<file path="src/rtl/stream_rr_arbiter_pkg.sv">
`default_nettype none
// ============================================================================
//  Module   : stream_arb_pkg
//  Brief    : Shared helpers for the round-robin stream arbiter.
//  Revision : 1.0
// ============================================================================
package stream_arb_pkg;

    // Grant index width; a single input still needs a 1-bit index.
    function automatic int idx_width(input int n);
        return (n > 1) ? $clog2(n) : 1;
    endfunction

endpackage : stream_arb_pkg
`default_nettype wire

</file>
<file path="src/rtl/stream_rr_arbiter_if.sv">
`default_nettype none
// ============================================================================
//  Module   : stream_rr_arbiter_if
//  Brief    : Ready/valid bundle: NumIn input streams plus one merged output.
//  Revision : 1.0
// ============================================================================
interface stream_rr_arbiter_if #(
    parameter type T     = logic,
    parameter int  NumIn = 2,
    parameter int  IdxW  = stream_arb_pkg::idx_width(NumIn)
);
    logic [NumIn-1:0] valid_i;
    logic [NumIn-1:0] ready_o;
    T                 data_i [NumIn];
    logic             valid_o;
    logic             ready_i;
    T                 data_o;
    logic [IdxW-1:0]  idx_o;

    modport slave (
        input  valid_i, data_i, ready_i,
        output ready_o, valid_o, data_o, idx_o
    );

    modport master (
        output valid_i, data_i, ready_i,
        input  ready_o, valid_o, data_o, idx_o
    );
endinterface : stream_rr_arbiter_if
`default_nettype wire

</file>
<file path="src/rtl/stream_rr_arbiter_find_first.sv">
`default_nettype none
// ============================================================================
//  Module   : rr_find_first
//  Brief    : First set request at or after start_i, wrapping NumIn-1 -> 0.
//  Revision : 1.0
// ============================================================================
module rr_find_first
    import stream_arb_pkg::*;
#(
    parameter int NumIn = 2,
    parameter int IdxW  = idx_width(NumIn)
) (
    input  logic [NumIn-1:0] req_i,
    input  logic [IdxW-1:0]  start_i,
    output logic [IdxW-1:0]  idx_o,
    output logic             found_o
);
    int w_pos;

    // Walk from the farthest offset down so the nearest request wins last.
    always_comb begin
        idx_o   = start_i;
        found_o = 1'b0;
        w_pos   = 0;
        for (int k = NumIn - 1; k >= 0; k--) begin
            w_pos = int'(start_i) + k;
            if (w_pos >= NumIn) begin
                w_pos = w_pos - NumIn;
            end
            if (req_i[w_pos]) begin
                idx_o   = IdxW'(w_pos);
                found_o = 1'b1;
            end
        end
    end
endmodule : rr_find_first
`default_nettype wire

</file>
<file path="src/rtl/stream_rr_arbiter.sv">
`default_nettype none
// ============================================================================
//  Module   : stream_rr_arbiter
//  Brief    : Round-robin merge of NumIn ready/valid streams, zero latency.
//             Define STREAM_RR_ARBITER_LOCK_EN to hold a stalled grant.
//  Revision : 1.0
// ============================================================================
module stream_rr_arbiter
    import stream_arb_pkg::*;
#(
    parameter type T     = logic,
    parameter int  NumIn = 2,
    parameter int  IdxW  = idx_width(NumIn)
) (
    input  logic              clk_i,
    input  logic              rst_ni,
    input  logic              clr_i,
    stream_rr_arbiter_if.slave bus
);
    localparam logic [IdxW-1:0] c_last = IdxW'(NumIn - 1);

    logic [IdxW-1:0] rr_q;
    logic [IdxW-1:0] w_ff_idx;
    logic [IdxW-1:0] w_gnt;
    logic [IdxW-1:0] w_rr_next;
    logic            w_found;
    logic            w_valid;
    logic            w_hs;
    T                w_data;

    rr_find_first #(
        .NumIn (NumIn),
        .IdxW  (IdxW)
    ) u_find (
        .req_i   (bus.valid_i),
        .start_i (rr_q),
        .idx_o   (w_ff_idx),
        .found_o (w_found)
    );

`ifdef STREAM_RR_ARBITER_LOCK_EN
    logic            lock_q;
    logic [IdxW-1:0] lock_idx_q;

    always_comb begin
        w_gnt   = lock_q ? lock_idx_q : w_ff_idx;
        w_valid = lock_q ? bus.valid_i[lock_idx_q] : w_found;
    end

    // A stalled beat pins the grant so the output cannot switch under it.
    always_ff @(posedge clk_i or negedge rst_ni) begin
        if (!rst_ni) begin
            lock_q     <= 1'b0;
            lock_idx_q <= '0;
        end else if (clr_i) begin
            lock_q     <= 1'b0;
            lock_idx_q <= '0;
        end else if (w_hs) begin
            lock_q     <= 1'b0;
        end else if (w_valid) begin
            lock_q     <= 1'b1;
            lock_idx_q <= w_gnt;
        end
    end
`else
    assign w_gnt   = w_ff_idx;
    assign w_valid = w_found;
`endif

    assign w_hs      = w_valid & bus.ready_i;
    assign w_rr_next = (w_gnt == c_last) ? '0 : w_gnt + IdxW'(1);
    assign w_data    = bus.data_i[w_gnt];

    assign bus.valid_o = w_valid;
    assign bus.data_o  = w_data;
    assign bus.idx_o   = w_gnt;

    always_comb begin
        bus.ready_o        = '0;
        bus.ready_o[w_gnt] = bus.ready_i & w_valid;
    end

    always_ff @(posedge clk_i or negedge rst_ni) begin
        if (!rst_ni) begin
            rr_q <= '0;
        end else if (clr_i) begin
            rr_q <= '0;
        end else if (w_hs) begin
            rr_q <= w_rr_next;
        end
    end
endmodule : stream_rr_arbiter
`default_nettype wire

</file>
<file path="src/flat_wrapper.sv">
// flat-port wrapper written by rule: the top's interface ports become plain ports
module stream_rr_arbiter_flat import stream_arb_pkg::*;
#(
    parameter type T     = logic,
    parameter int  NumIn = 2,
    parameter int  IdxW  = idx_width(NumIn)
)
  (clk_i, rst_ni, clr_i, bus_valid_i, bus_data_i, bus_ready_i, bus_ready_o, bus_valid_o, bus_data_o, bus_idx_o);
  stream_rr_arbiter_if #(.T(T), .NumIn(NumIn), .IdxW(IdxW)) bus_i ();
  input  logic clk_i;
  input  logic rst_ni;
  input  logic clr_i;
  input wire logic [$bits(bus_i.valid_i)-1:0] bus_valid_i;
  input wire logic [$bits(bus_i.data_i)-1:0] bus_data_i;
  input wire logic [$bits(bus_i.ready_i)-1:0] bus_ready_i;
  output wire logic [$bits(bus_i.ready_o)-1:0] bus_ready_o;
  output wire logic [$bits(bus_i.valid_o)-1:0] bus_valid_o;
  output wire logic [$bits(bus_i.data_o)-1:0] bus_data_o;
  output wire logic [$bits(bus_i.idx_o)-1:0] bus_idx_o;
  assign bus_i.valid_i = bus_valid_i;
  assign bus_i.data_i = {>>{bus_data_i}};
  assign bus_i.ready_i = bus_ready_i;
  assign bus_ready_o = bus_i.ready_o;
  assign bus_valid_o = bus_i.valid_o;
  assign bus_data_o = bus_i.data_o;
  assign bus_idx_o = bus_i.idx_o;
  stream_rr_arbiter #(.T(T), .NumIn(NumIn), .IdxW(IdxW)) u_core (.clk_i(clk_i), .rst_ni(rst_ni), .clr_i(clr_i), .bus(bus_i));
endmodule
</file>
<file path="config.mk">
export PLATFORM = sky130hd
export DESIGN_NAME = stream_rr_arbiter_flat
export DESIGN_NICKNAME = d
export VERILOG_FILES = /design/src/rtl/stream_rr_arbiter_pkg.sv /design/src/rtl/stream_rr_arbiter_if.sv /design/src/rtl/stream_rr_arbiter_find_first.sv /design/src/rtl/stream_rr_arbiter.sv /design/src/flat_wrapper.sv
export SDC_FILE = /design/constraint.sdc
export NUM_CORES = 1
export LEC_CHECK = 0
export CORE_AREA = 2 2 39 41
export CTS_CLUSTER_DIAMETER = 200
export CTS_CLUSTER_SIZE = 14
export DETAILED_ROUTE_END_ITERATION = 16
export DIE_AREA = 0 0 41 43
export MAX_ROUTING_LAYER = met4
export RECOVER_POWER = 100
export SLEW_MARGIN = 30
export SYNTH_ARGS = -nofsm -noshare
export SYNTH_HDL_FRONTEND = slang
export SYNTH_SLANG_ARGS = --single-unit
</file>
<file path="constraint.sdc">
create_clock -name clk_i -period 1.3 [get_ports clk_i]
set_input_delay 0.13 -clock clk_i [delete_from_list [all_inputs] [get_ports clk_i]]
set_output_delay 0.13 -clock clk_i [all_outputs]
set_load 0.05 [all_outputs]
</file>
==> impl_metrics.env <==
export IMPL_wl_met2_um=92
export IMPL_gp_congestion=0.5449
export IMPL_n_fill_cell=151
export IMPL_pre_cts_slack_ns=-0.2911
export IMPL_route_detailed_drc=0
export IMPL_timing_critical_path_from="u_core.rr_q"
export IMPL_track_usage_pct=3.696
export IMPL_synth_ff_type="dfrtp_1"
export IMPL_firstDrtPassIters=2
export IMPL_fin_crit_sh_pct=99.63
export IMPL_ir_drop_uv=253.3
export IMPL_p_total_mw=0.1494
export IMPL_r2r_setup_slack_ns=0.32
export IMPL_cp_max_fo=2
export IMPL_antenna_found_initial=0
export IMPL_core_area_sq_um=1384
export IMPL_pwr_share_clk_pct=0
export IMPL_top_regs="u_core.rr_q x1"
export IMPL_stdcell_count=45
export IMPL_fin_crit_ns=1.295
export IMPL_wire_per_inst_um=7.578
export IMPL_die_h_um=43
export IMPL_synth_edf_count=0
export IMPL_status="complete, no violations"
export IMPL_top_layer="met3"
export IMPL_syn2layout_area_growth_pct=174.0
export IMPL_swShare_pct=41.35
export IMPL_rsz0062_at_grt="true"
export IMPL_clk_pin_slew_worst_paths_ns=0
export IMPL_synth_commonest_cells="a21oi_1 (3), nand2_1 (3)"
export IMPL_yosysSeqAreaShare_pct=25.97
export IMPL_p_sw_mw=0.06177
export IMPL_setup_viol=0
export IMPL_hp_class="input port to async pin"
export IMPL_first_global_vias=126
export IMPL_top_register="u_core.rr_q"
export IMPL_p_int_mw=0.08761
export IMPL_synth_seq_cells=1
export IMPL_routed_via_density=3.222
export IMPL_antenna_cells=0
export IMPL_drtAntennaViolNets=0
export IMPL_clock_fmax_ghz=0.7721
export IMPL_leakagePower_nw=0.1237
export IMPL_dieArea_sq_um=1763
export IMPL_synthArstFlopShare_pct=100.0
export IMPL_placed_cells=44
export IMPL_setup_ws_ns=0.004762
export IMPL_largest_register_ffs=1
export IMPL_vias=145
export IMPL_power_density_nw_per_um2=565.8
export IMPL_critPathSlowestCell="dfrtp_1"
export IMPL_path_class="flip-flop to primary output"
export IMPL_r2r_cells=5
export IMPL_crit_required_ns=1.17
export IMPL_synthCells=13
export IMPL_slew_headroom_pct=80.94
export IMPL_grt_max_degree=5
export IMPL_port_buffers=12
export IMPL_avgSynthCellArea_sq_um=7.411
export IMPL_grt_overflow_total=0
export IMPL_final_core_util_pct=19.08
export IMPL_wl_met3_um=96
export IMPL_skew_ns=0
export IMPL_crit_chain="maj3_2 > mux2_4 > buf_8"
export IMPL_io_pins=13
export IMPL_drive_above_1_share_pct=48.28
export IMPL_tightestPinTransition_ns=0.2871
export IMPL_synth_area_leader_cell="dfrtp_1"
export IMPL_ys_types=9
export IMPL_die_w_um=41
export IMPL_drt_iter0_drc=1
export IMPL_cp_end_kind="primary output"
export IMPL_finalMaxSlewViolations=0
export IMPL_max_stage_delay_ns=0.36
export IMPL_r2r_start="u_core.rr_q"
export IMPL_maxCapViolCount=0
export IMPL_wl_met1_um=152
export IMPL_seq_power_share_pct=23.4
export IMPL_grt_pass1_wl_um=476
export IMPL_clock_latency_ns=0
export IMPL_nets=39
export IMPL_rows=14
export IMPL_yosys_warnings=0
export IMPL_syn_nets=21
export IMPL_initial_core_util_pct=6.962
export IMPL_drt_total_wl_um=341
export IMPL_synth_top_area_share_pct=25.97
export IMPL_p_comb_share_pct=76.6
export IMPL_syn_area_sq_um=96.34
export IMPL_worst_ep_arrival_time_ns=1.17
export IMPL_hold_viol=0
export IMPL_dp_hpwl_um=280.9
export IMPL_worstReg2RegEnd="u_core.rr_q"
export IMPL_synthTopCellsByArea="dfrtp_1 (26%), a21oi_1 (16%), mux2_4 (16%), maj3_2 (12%), nand2_1 (12%)"
export IMPL_startpoint_type="flip-flop"
per-layer routing:
layer / GRT usage [%] / vias up
li1: - / 75
met4: 0 / 0
met5: - / -
met1: 5.751 / 57
met3: 1.571 / 0
met2: 4.688 / 13
layout by cell type (no fill, tap or decap):
master / instances
a21oi_1: 3
clkdlybuf4s15_1: 1
nand3_1: 1
inv_1: 1
maj3_2: 1
buf_12: 1
dfrtp_1: 1
inv_2: 1
or2_2: 1
clkdlybuf4s50_1: 4
dlygate4sd3_1: 1
mux2_4: 1
buf_4: 5
nand2_1: 3
buf_8: 1
clkbuf_2: 3
kinds of logic after synthesis:
| family | after synthesis | share of synthesized area [%] |
|---|---|---|
| AND/OR/NAND/NOR | 5 | 23.37 |
| AO/OA/AOI/OAI | 3 | 15.58 |
| buffers and inverters | 2 | 7.785 |
| multiplexers | 1 | 15.58 |
| adder cells (fa/ha/maj) | 1 | 11.69 |
| flip-flops | 1 | 25.97 |
power groups by stage:
stage / clock [mW] / combinational [mW] / sequential (mW)
after floorplan: 0 / 0.0583 / 0.0353
after global placement: 0 / 0.118 / 0.0350
after detailed placement: 0 / 0.118 / 0.0351
after CTS: 0 / 0.122 / 0.0351
after global routing: 0 / 0.122 / 0.0352
final: 0 / 0.114 / 0.0349
what timing repair did:
action / CTS / global route
resized for setup: 5 / 2
pin swaps: 1 / 1
buffers inserted: 0 / 1
hold buffers: 0 / 0
setup endpoints to repair: 4 / 1
worst max-delay path by stage:
stage / depth (start not counted) / slack, ns / to
floorplan: 2 / -0.08 / bus_data_o
global placement: 5 / -0.29 / bus_data_o
detailed placement: 5 / -0.29 / bus_data_o
CTS: 5 / 0.002 / bus_data_o
global route: 3 / -0.02 / bus_data_o
finish: 3 / 0.005 / bus_data_o
layout make-up:
class	instances	area [sq um]	area share, %
flip-flops and latches	1	25.02	9.479
multi-input cells	10	63.81	24.17
inverters	2	7.507	2.844
well taps	16	20.02	7.583
repair buffers	16	147.6	55.92
through the flow:
step / hold slack [ns] / area, sq um / TNS [ns]
floorplan: -0.1656 / 100.1 / -0.08014
global route: 0.3543 / 264.0 / -0.01558
CTS: 0.2810 / 281.5 / 0
detailed placement: 0.2810 / 275.3 / -0.3202
global placement: 0.2804 / 275.3 / -0.3398
finish: 0.3470 / 264.0 / 0
critical path: cells and delay by family, from the launching register on:
kind | cells | cell delay (ns)
multiplexers | 1 | 0.31
buffers and inverters | 1 | 0.15
flip-flops | 1 | 0.36
adder cells (fa/ha/maj) | 1 | 0.34
(Power assumes the default switching activity.)
